<file path="src/rtl/memory_port_arbiter.sv">
// memory_port_arbiter: shares one memory/IO bus between the MFU load/store
// port (d_*) and instruction fetch (f_*). Reads are tagged in an in-order
// FIFO so each response is steered back to fetch or onto the CDB.
// Optional build macro: MEM_ARB_ROUND_ROBIN_EN (alternate grants on contention).

package fcpu_pkg;
    localparam int DATA_W   = 32;
    localparam int RSV_ID_W = 4;
    localparam int INSTR_W  = 6;

    localparam logic [INSTR_W-1:0] I_NOP     = 6'h00;
    localparam logic [INSTR_W-1:0] I_LOAD    = 6'h01;
    localparam logic [INSTR_W-1:0] I_LOADB   = 6'h02;
    localparam logic [INSTR_W-1:0] I_LOADR   = 6'h03;
    localparam logic [INSTR_W-1:0] I_LOADT   = 6'h04;
    localparam logic [INSTR_W-1:0] I_LOADTB  = 6'h05;
    localparam logic [INSTR_W-1:0] I_INPUT   = 6'h06;
    localparam logic [INSTR_W-1:0] I_STORE   = 6'h08;
    localparam logic [INSTR_W-1:0] I_STOREB  = 6'h09;
    localparam logic [INSTR_W-1:0] I_STORER  = 6'h0A;
    localparam logic [INSTR_W-1:0] I_STORET  = 6'h0B;
    localparam logic [INSTR_W-1:0] I_STORETB = 6'h0C;
    localparam logic [INSTR_W-1:0] I_OUTPUT  = 6'h0D;
    localparam logic [INSTR_W-1:0] I_ADD     = 6'h10;
endpackage

module memory_port_arbiter #(
    parameter int MAX_OUTSTANDING = 4,
    parameter int DATA_W          = fcpu_pkg::DATA_W,
    parameter int RSV_ID_W        = fcpu_pkg::RSV_ID_W,
    parameter int INSTR_W         = fcpu_pkg::INSTR_W
) (
    input  logic                         clk,
    input  logic                         nrst,
    input  logic                         d_valid,
    input  logic [INSTR_W-1:0]           d_opcode,
    input  logic [RSV_ID_W-1:0]          d_rsv_id,
    input  logic [DATA_W-1:0]            d_address,
    input  logic [DATA_W-1:0]            d_data,
    output logic                         d_ready,
    input  logic                         f_valid,
    input  logic [DATA_W-1:0]            f_address,
    output logic                         f_ready,
    output logic                         f_rvalid,
    output logic [DATA_W-1:0]            f_rdata,
    input  logic                         f_rready,
    output logic [RSV_ID_W+DATA_W-1:0]   o_cdb,
    output logic                         o_cdb_valid,
    input  logic                         o_cdb_ready,
    output logic                         m_valid,
    output logic                         m_we,
    output logic                         m_io,
    output logic [DATA_W-1:0]            m_address,
    output logic [DATA_W-1:0]            m_wdata,
    input  logic                         m_ready,
    input  logic                         m_rvalid,
    input  logic [DATA_W-1:0]            m_rdata,
    output logic                         m_rready
);

    localparam int PW = $clog2(MAX_OUTSTANDING);
    localparam int CW = PW + 1;

    function automatic logic op_is_read(input logic [INSTR_W-1:0] op);
        case (op)
            fcpu_pkg::I_LOAD, fcpu_pkg::I_LOADB, fcpu_pkg::I_LOADR,
            fcpu_pkg::I_LOADT, fcpu_pkg::I_LOADTB, fcpu_pkg::I_INPUT: return 1'b1;
            default: return 1'b0;
        endcase
    endfunction

    function automatic logic op_is_write(input logic [INSTR_W-1:0] op);
        case (op)
            fcpu_pkg::I_STORE, fcpu_pkg::I_STOREB, fcpu_pkg::I_STORER,
            fcpu_pkg::I_STORET, fcpu_pkg::I_STORETB, fcpu_pkg::I_OUTPUT: return 1'b1;
            default: return 1'b0;
        endcase
    endfunction

    // Extended pointers: the extra MSB distinguishes full from empty.
    logic [CW-1:0]       head_q, head_d, tail_q, tail_d, count;
    logic [PW-1:0]       head_idx, tail_idx;
    logic                tag_src_q [MAX_OUTSTANDING];
    logic                tag_src_d [MAX_OUTSTANDING];
    logic [RSV_ID_W-1:0] tag_id_q  [MAX_OUTSTANDING];
    logic [RSV_ID_W-1:0] tag_id_d  [MAX_OUTSTANDING];

    logic full, empty;
    logic d_rd, d_wr, d_drop, d_elig, f_elig;
    logic gnt_d, gnt_f;
    logic push, pop, push_src;
    logic [RSV_ID_W-1:0] push_id;

`ifdef MEM_ARB_ROUND_ROBIN_EN
    // 0 = data was granted last, 1 = fetch was granted last
    logic last_q, last_d;
`endif

    // Arbitration, command drive, response steering and FIFO next state
    always_comb begin
        count    = tail_q - head_q;
        head_idx = head_q[PW-1:0];
        tail_idx = tail_q[PW-1:0];
        full     = (count == CW'(MAX_OUTSTANDING));
        empty    = (count == '0);

        d_rd   = d_valid && op_is_read(d_opcode);
        d_wr   = d_valid && op_is_write(d_opcode);
        d_drop = d_valid && !d_rd && !d_wr;
        // Eligibility looks only at the registered count, so a pop this
        // cycle frees a read slot next cycle.
        d_elig = d_wr || (d_rd && !full);
        f_elig = f_valid && !full;

`ifdef MEM_ARB_ROUND_ROBIN_EN
        if (d_elig && f_elig) begin
            gnt_d = last_q;
            gnt_f = !last_q;
        end else begin
            gnt_d = d_elig;
            gnt_f = f_elig;
        end
`else
        gnt_d = d_elig;
        gnt_f = f_elig && !d_elig;
`endif

        m_valid   = gnt_d || gnt_f;
        m_we      = gnt_d && d_wr;
        m_io      = gnt_d && (d_opcode == fcpu_pkg::I_INPUT || d_opcode == fcpu_pkg::I_OUTPUT);
        m_address = gnt_d ? d_address : (gnt_f ? f_address : '0);
        m_wdata   = gnt_d ? d_data : '0;
        // Unknown opcodes are swallowed without touching the bus.
        d_ready   = d_drop || (gnt_d && m_ready);
        f_ready   = gnt_f && m_ready;

        push     = m_ready && ((gnt_d && d_rd) || gnt_f);
        push_src = gnt_d;
        push_id  = gnt_d ? d_rsv_id : '0;

        f_rvalid    = 1'b0;
        f_rdata     = '0;
        o_cdb       = '0;
        o_cdb_valid = 1'b0;
        m_rready    = 1'b0;
        // With no tag outstanding a response is a protocol error: ignore it.
        if (!empty) begin
            if (tag_src_q[head_idx]) begin
                o_cdb       = {tag_id_q[head_idx], m_rdata};
                o_cdb_valid = m_rvalid;
                m_rready    = o_cdb_ready;
            end else begin
                f_rvalid = m_rvalid;
                f_rdata  = m_rdata;
                m_rready = f_rready;
            end
        end
        pop = m_rvalid && m_rready;

        // Outputs are forced quiet while reset is held.
        if (!nrst) begin
            m_valid     = 1'b0;
            m_we        = 1'b0;
            m_io        = 1'b0;
            m_address   = '0;
            m_wdata     = '0;
            d_ready     = 1'b0;
            f_ready     = 1'b0;
            f_rvalid    = 1'b0;
            f_rdata     = '0;
            o_cdb       = '0;
            o_cdb_valid = 1'b0;
            m_rready    = 1'b0;
            push        = 1'b0;
            pop         = 1'b0;
        end

        head_d    = head_q + {{PW{1'b0}}, pop};
        tail_d    = tail_q + {{PW{1'b0}}, push};
        tag_src_d = tag_src_q;
        tag_id_d  = tag_id_q;
        if (push) begin
            tag_src_d[tail_idx] = push_src;
            tag_id_d[tail_idx]  = push_id;
        end

`ifdef MEM_ARB_ROUND_ROBIN_EN
        last_d = last_q;
        if (m_valid && m_ready) last_d = gnt_f;
`endif
    end

    // Tag FIFO and grant-history state
    always_ff @(posedge clk or negedge nrst) begin
        if (!nrst) begin
            head_q <= '0;
            tail_q <= '0;
            for (int i = 0; i < MAX_OUTSTANDING; i++) begin
                tag_src_q[i] <= 1'b0;
                tag_id_q[i]  <= '0;
            end
`ifdef MEM_ARB_ROUND_ROBIN_EN
            last_q <= 1'b0;
`endif
        end else begin
            head_q    <= head_d;
            tail_q    <= tail_d;
            tag_src_q <= tag_src_d;
            tag_id_q  <= tag_id_d;
`ifdef MEM_ARB_ROUND_ROBIN_EN
            last_q    <= last_d;
`endif
        end
    end

endmodule

</file>
<file path="config.mk">
export PLATFORM = sky130hd
export DESIGN_NAME = memory_port_arbiter
export DESIGN_NICKNAME = d
export VERILOG_FILES = /design/src/rtl/memory_port_arbiter.sv
export SDC_FILE = /design/constraint.sdc
export NUM_CORES = 1
export LEC_CHECK = 0
export ABC_CLOCK_PERIOD_IN_PS = 2810
export BUFFER_PORTS_ARGS = -buffer_cell sky130_fd_sc_hd__buf_2
export CORE_AREA = 3 3 109 111
export CTS_CLUSTER_DIAMETER = 200
export DETAILED_ROUTE_END_ITERATION = 16
export DIE_AREA = 0 0 112 114
export HOLD_SLACK_MARGIN = 0.06
export SETUP_SLACK_MARGIN = 0.2
export SLEW_MARGIN = 10
export SYNTH_ARGS = -nofsm -noshare
export SYNTH_HDL_FRONTEND = slang
export SYNTH_SLANG_ARGS = --single-unit
</file>
<file path="constraint.sdc">
create_clock -name clk -period 2.81 [get_ports clk]
set_input_delay 0.1405 -clock clk [delete_from_list [all_inputs] [get_ports clk]]
set_output_delay 0.1405 -clock clk [all_outputs]
set_load 0.02 [all_outputs]
</file>
-- Word-level counts from Yosys, hierarchy flattened
Index checks and enable logic that the tools add are counted.
- word-level logic and storage cells: 100
- output and inout bits: 140
- register bits: 26
- input bits: 146
- order comparisons: 3
- multiplexer cells: 42
- add/subtract/negate cells: 3
- equality and inequality tests: 13
- reductions and logical operators: 27
- bitwise gates (word level): 2
- operators by type and width (cell ; number):
    32-bit two-way mux ; 8
    36-bit two-way mux ; 3
    6-bit by 4-bit equality test with 1-bit output, second input constant ; 6
    1-bit two-way mux ; 21
    6-bit by 3-bit equality test with 1-bit output, second input constant ; 3
    16-bit bitwise mux ; 1
    4-bit two-way mux ; 4
    1-bit logical AND ; 15
    6-bit by 2-bit equality test with 1-bit output, second input constant ; 2
    6-bit OR reduction ; 2
    4-bit binary-select mux with 2-bit select ; 1
    4-bit demux with 2-bit select ; 1
    3-bit by 1-bit adder with 3-bit output ; 2
    6-bit by 1-bit equality test with 1-bit output, second input constant ; 1
    3-bit greater-or-equal comparator, second input constant ; 2
    2-bit NOT with 3-bit output ; 2
    1-bit logical OR ; 5
    4-bit bitwise mux ; 1
    1-bit logical NOT ; 4
    3-bit equality test, second input constant ; 1
    3-bit logical NOT ; 1
    3-bit by 1-bit < comparator with 1-bit output, second input constant ; 1
    3-bit subtractor ; 1
    1-bit binary-select mux with 2-bit select ; 1
    1-bit demux with 2-bit select ; 1

-- Longest topological paths before layout
- word-level depth: 12
- gate-level depth with buffers: 11
- gate-level depth less buffers: 10

-- Worst setup path after synthesis
OpenSTA, ideal clock, no wires.
- kind: flip-flop to output port
- start point: register head_q[1]
- end point: output m_address[11]
- stages on the path, launching flop included: 9
- required time: 2.670 ns
- data arrival time: 2.058 ns
- slack: 0.611 ns
- buffers on the path: 1
- cells stage by stage: dfrtp_1 inv_1 ha_1 nor2b_1 xnor2_1 nor2_1 nor3_1 clkbuf_1 a22o_1
- cells in the longest elaborated chain, start to end: 10
- elaborated cells on any way between the ends: 11
- classes of those cells: 1 x add/sub; 1 x eq/ne; 3 x mux; 6 x reduce/logical
- ends and longest elaborated chain (item ; line ; text):
    from (decl) ; 81 ; logic [CW-1:0] head_q, head_d, tail_q, tail_d, count;
    from (signal assigned) ; 196 ; head_q <= '0;
    from (signal assigned) ; 206 ; head_q <= head_d;
    3-bit subtractor (*) ; 101 ; count = tail_q - head_q;
    3-bit equality test (*) ; 104 ; full = (count == CW'(MAX_OUTSTANDING));
    1-bit logical NOT (*) ; 112, 113 ;
    1-bit logical AND ; 112 ; d_elig = d_wr || (d_rd && !full);
    1-bit logical OR ; 112 ;
    1-bit logical NOT ; 125 ; gnt_f = f_elig && !d_elig;
    1-bit logical AND ; 125 ;
    32-bit two-way mux ; 131 ; m_address = gnt_d ? d_address : (gnt_f ? f_address : '0);
    32-bit two-way mux (*) ; 131 ;
    32-bit two-way mux (*) ; 161 ; if (!nrst) begin
    to (decl) ; 53 ; output logic [DATA_W-1:0] m_address,
Every way passes the cells marked *; elsewhere a longest branch is shown, timed or not.

-- Final worst setup path
- start point: register tail_q[0]
- end point: output m_address[7]
- cells in the longest elaborated chain, start to end: 10
- elaborated cells on any way between the ends: 11
- classes of those cells: 1 x add/sub; 1 x eq/ne; 3 x mux; 6 x reduce/logical
- ends and longest elaborated chain (item ; line ; text):
    from (decl) ; 81 ;
    from (signal assigned) ; 207 ; tail_q <= tail_d;
    3-bit subtractor (*) ; 101 ;
    3-bit equality test (*) ; 104 ;
    1-bit logical NOT (*) ; 112, 113 ;
    1-bit logical AND ; 112 ;
    1-bit logical OR ; 112 ;
    1-bit logical NOT ; 125 ;
    1-bit logical AND ; 125 ;
    32-bit two-way mux ; 131 ;
    32-bit two-way mux (*) ; 131 ;
    32-bit two-way mux (*) ; 161 ;
Marked as above.

==> results.tsv <==
stage	metric	value	unit
clock_network	clk_latency	270	ps
logic_synthesis	yosys-top-cells-count	and2_1 (64), and3_1 (38), a22o_1 (32), dfrtp_1 (26), o21ai_0 (25)	
clock_network	numCtsBuffers	3	
clock_network	cts.sinks	26	
floorplanning	fp-row-count	38	
clock_network	clk_path_buf_depth	2	
logic_synthesis	synth_edf_count	0	
placed_design	io_buffer_count	285	
pwr	power_density	643.9	nW/µm²
logic_synthesis	synth_top_area_share	26.26	%
floorplanning	ios	286	
timing	finalHoldViolCount	0	
pwr	p_switching	0.001380	W
route	first_pass_iters	4	
global_route	grt_use_met2	27.10	%
worst_setup_path	crit_arrival	2360	ps
worst_setup_path	cp-start-kind	register	
route	wire_per_inst	16.80	µm
clock_network	cts_tree	done	
logic_synthesis	syn_nets	449	
logic_synthesis	synth_area_per_cell	8.341	µm²
floorplanning	die_x	112	µm
floorplanning	initial_core_util	22.75	%
floorplanning	core_area	10890	µm²
logic_synthesis	async_reset_ff_share	100.0	%
final_layout	area_growth	73.84	%
global_route	grt_use_met1	21.15	%
pwr	total_power	0.002773	W
final_layout	fin_nets	737	
worst_setup_path	reg2regPathDepth	9	
route	postRouteAntennaNets	0	
worst_hold_path	hold_path_class	in2reg	
logic_synthesis	ys_seq_area_share	26.26	%
pwr	p_int	0.001393	W
worst_setup_path	max_stage_delay	390	ps
timing	post-route-min-period	2498	ps
timing	setup_violations	0	
global_route	top_usage_layer	met2	
worst_setup_path	critPathSlowestCell	dfrtp_1	
route	drt_iter0_drc	253	
final_layout	multi_input_area	1699	µm²
floorplanning	die_y	114	µm
pwr	swShare	49.76	%
timing	tightest_slew	349.4	ps
worst_setup_path	path_cells	inv_1, ha_1, nor2b_2, xnor2_2, o21ai_2, a21oi_4, buf_12, clkbuf_16, a22o_1, buf_2	
route	vias_per_cell	4.805	
worst_hold_path	hold_depth	3	
worst_setup_path	crit_fanout	8	
placed_design	gp_congestion	0.9167	
route	drc	0	
route	num_vias	3479	
timing	drv_slew	0	
pwr	ir_worst_vdd	0.5274	mV
route	totalWireLength	12170	µm
final_layout	drive_gt1_share	55.92	%
global_route	track_usage	16.13	%
timing	relSlewSlack	76.71	%
global_route	overflow	0	
timing	fmax	0.4003	GHz
logic_synthesis	syn_inst	297	
global_route	antenna_found_initial	2	
worst_setup_path	r2r_slack	450	ps
clock_network	root_buffer	clkbuf_8	
logic_synthesis	synthTopCellsByArea	dfrtp_1 (26%), and2_1 (16%), a22o_1 (11%)	
clock_network	clk_pin_slew	90	ps
final_layout	fillers	1102	
timing	fin_skew	6.437	ps
logic_synthesis	syn_area	2477	µm²
pwr	power_frac_seq	20.1	%
pwr	power_frac_comb	72.4	%
global_route	grt_max_degree	66	
global_route	grt_pass1_vias	3343	
logic_synthesis	synth.distinct_cells	35	
timing	finalCritPeriodShare	88.90	%
placed_design	post-dp-hpwl	9554	µm
timing	finalSetupTns	0	ps
run_status	status	finished, final reports clean	
logic_synthesis	synth.most_common_cell	and2_1	
pwr	p_clk_share	7.5	%
worst_setup_path	end_kind	output port	
final_layout	register_area	651.9	µm²
global_route	grt_pass1_wl	17360	µm
worst_setup_path	criticalPathCategory	reg2out	
worst_setup_path	worst_ep_required_time	2670	ps
job	drv_cap	0	
logic_synthesis	yosysTopAreaCell	dfrtp_1	
timing	rsz0062_at_grt	false	
logic_synthesis	synth.ff_latch_count	26	
pwr	power.leakage	2.644	nW
floorplanning	die_area	12770	µm²
logic_synthesis	synth_top_flop_cell	dfrtp_1	
clock_network	htree_num_levels	1	
global_route	met3_usage	5.146	%
logic_synthesis	yosysWarnings	0	
==> cells by family (layout without fill, tap and decap cells) <==
group	count (synthesis)	in the layout	share of synthesized area [%]
compound gates	81	81	23.74
xor+xnor	4	4	1.414
fa+ha+maj	6	6	3.030
buf+inv	34	320	6.616
flops	26	26	26.26
mux	6	6	4.950
other cells	0	1	0
simple gates	140	140	33.99
==> critical path, delay by kind of cell (launching register included) <==
| family | cells | cell delay, ps |
|---|---|---|
| compound gates | 3 | 490 |
| xor+xnor | 1 | 270 |
| fa+ha+maj | 1 | 180 |
| buf+inv | 4 | 580 |
| flops | 1 | 390 |
| simple gates | 1 | 170 |
==> sequential cells by signal, indices dropped and copies added (netlist names) <==
signal,cells
tag_id_q,16
tag_src_q,4
head_q,3
tail_q,3
==> cells in the final DEF, fill, tap and decap left out, types with 2 or more instances in the layout <==
master / n
clkbuf_8: 3
buf_2: 285
nor2b_1: 2
buf_12: 3
or3_1: 2
dfrtp_1: 25
and2_1: 64
a22o_1: 32
buf_4: 15
clkbuf_16: 3
nor2_1: 11
or2_1: 4
xor2_1: 3
mux4_2: 5
inv_1: 8
ha_1: 6
nand3_1: 3
o31ai_1: 17
o21ai_0: 25
nand2_1: 8
buf_6: 2
and3_1: 38
==> stage by stage <==
stage	std cells	util [%]	worst slack, ps	hold slack (ps)	area [µm²]
after CTS	710	37.80	202.4	201.2	4115
after global placement	706	37.24	495.1	198.1	4055
after floorplan	297	-	611.3	-155.1	2477
final	724	39.55	311.8	209.4	4307
after global routing	723	39.53	165.8	226.4	4304
after detailed placement	706	37.24	433.8	195.8	4055
==> worst paths after layout <==
| kind | startpoint | end |
|---|---|---|
| worst min register to register | tail_q[2]$_DFF_PN0_ | tail_q[2]$_DFF_PN0_ |
| min in group asynchronous | nrst | tag_id_q[9]$_DFFE_PN0P_ |
| worst max register to register | head_q[0]$_DFF_PN0_ | head_q[2]$_DFF_PN0_ |
| worst min-delay path | d_rsv_id[3] | tag_id_q[15]$_DFFE_PN0P_ |
| worst max-delay path | tail_q[0]$_DFF_PN0_ | m_address[7] |
| max in group asynchronous | nrst | head_q[1]$_DFF_PN0_ |
==> power groups by stage <==
| stage | Combinational (W) | Sequential (W) | Clock [W] |
|---|---|---|---|
| after floorplan | 0.00121 | 0.000545 | 0 |
| after global placement | 0.00178 | 0.000576 | 0 |
| after detailed placement | 0.00182 | 0.000578 | 0 |
| after CTS | 0.00185 | 0.000571 | 0.000210 |
| after global routing | 0.00219 | 0.000571 | 0.000233 |
| final | 0.00201 | 0.000559 | 0.000208 |
==> metal layers <==
| metal | vias to the layer above | wire, µm |
|---|---|---|
| met5 | - | 27 |
| met4 | 4 | 63 |
| met3 | 11 | 1222 |
| met2 | 187 | 5802 |
| met1 | 1624 | 5050 |
| li1 | 1653 | - |
==> final cells by class <==
type	instances	share of cell area, %
well taps	140	4.067
multi-input cells	237	39.45
clock buffers	3	0.9587
inverters	8	0.6973
flip-flops and latches	26	15.14
diodes	1	0.05811
repair buffers	309	39.63
==> what timing repair did <==
item                                    CTS  global route
gates resized for setup                   2             7
hold buffers                              1             0
cloned                                    0             4
endpoints found under the hold margin    26             0
buffers inserted                          0             9
pin swaps                                 0             3
endpoints found under the setup margin   38            96
Power figures use the tool's default switching activity.
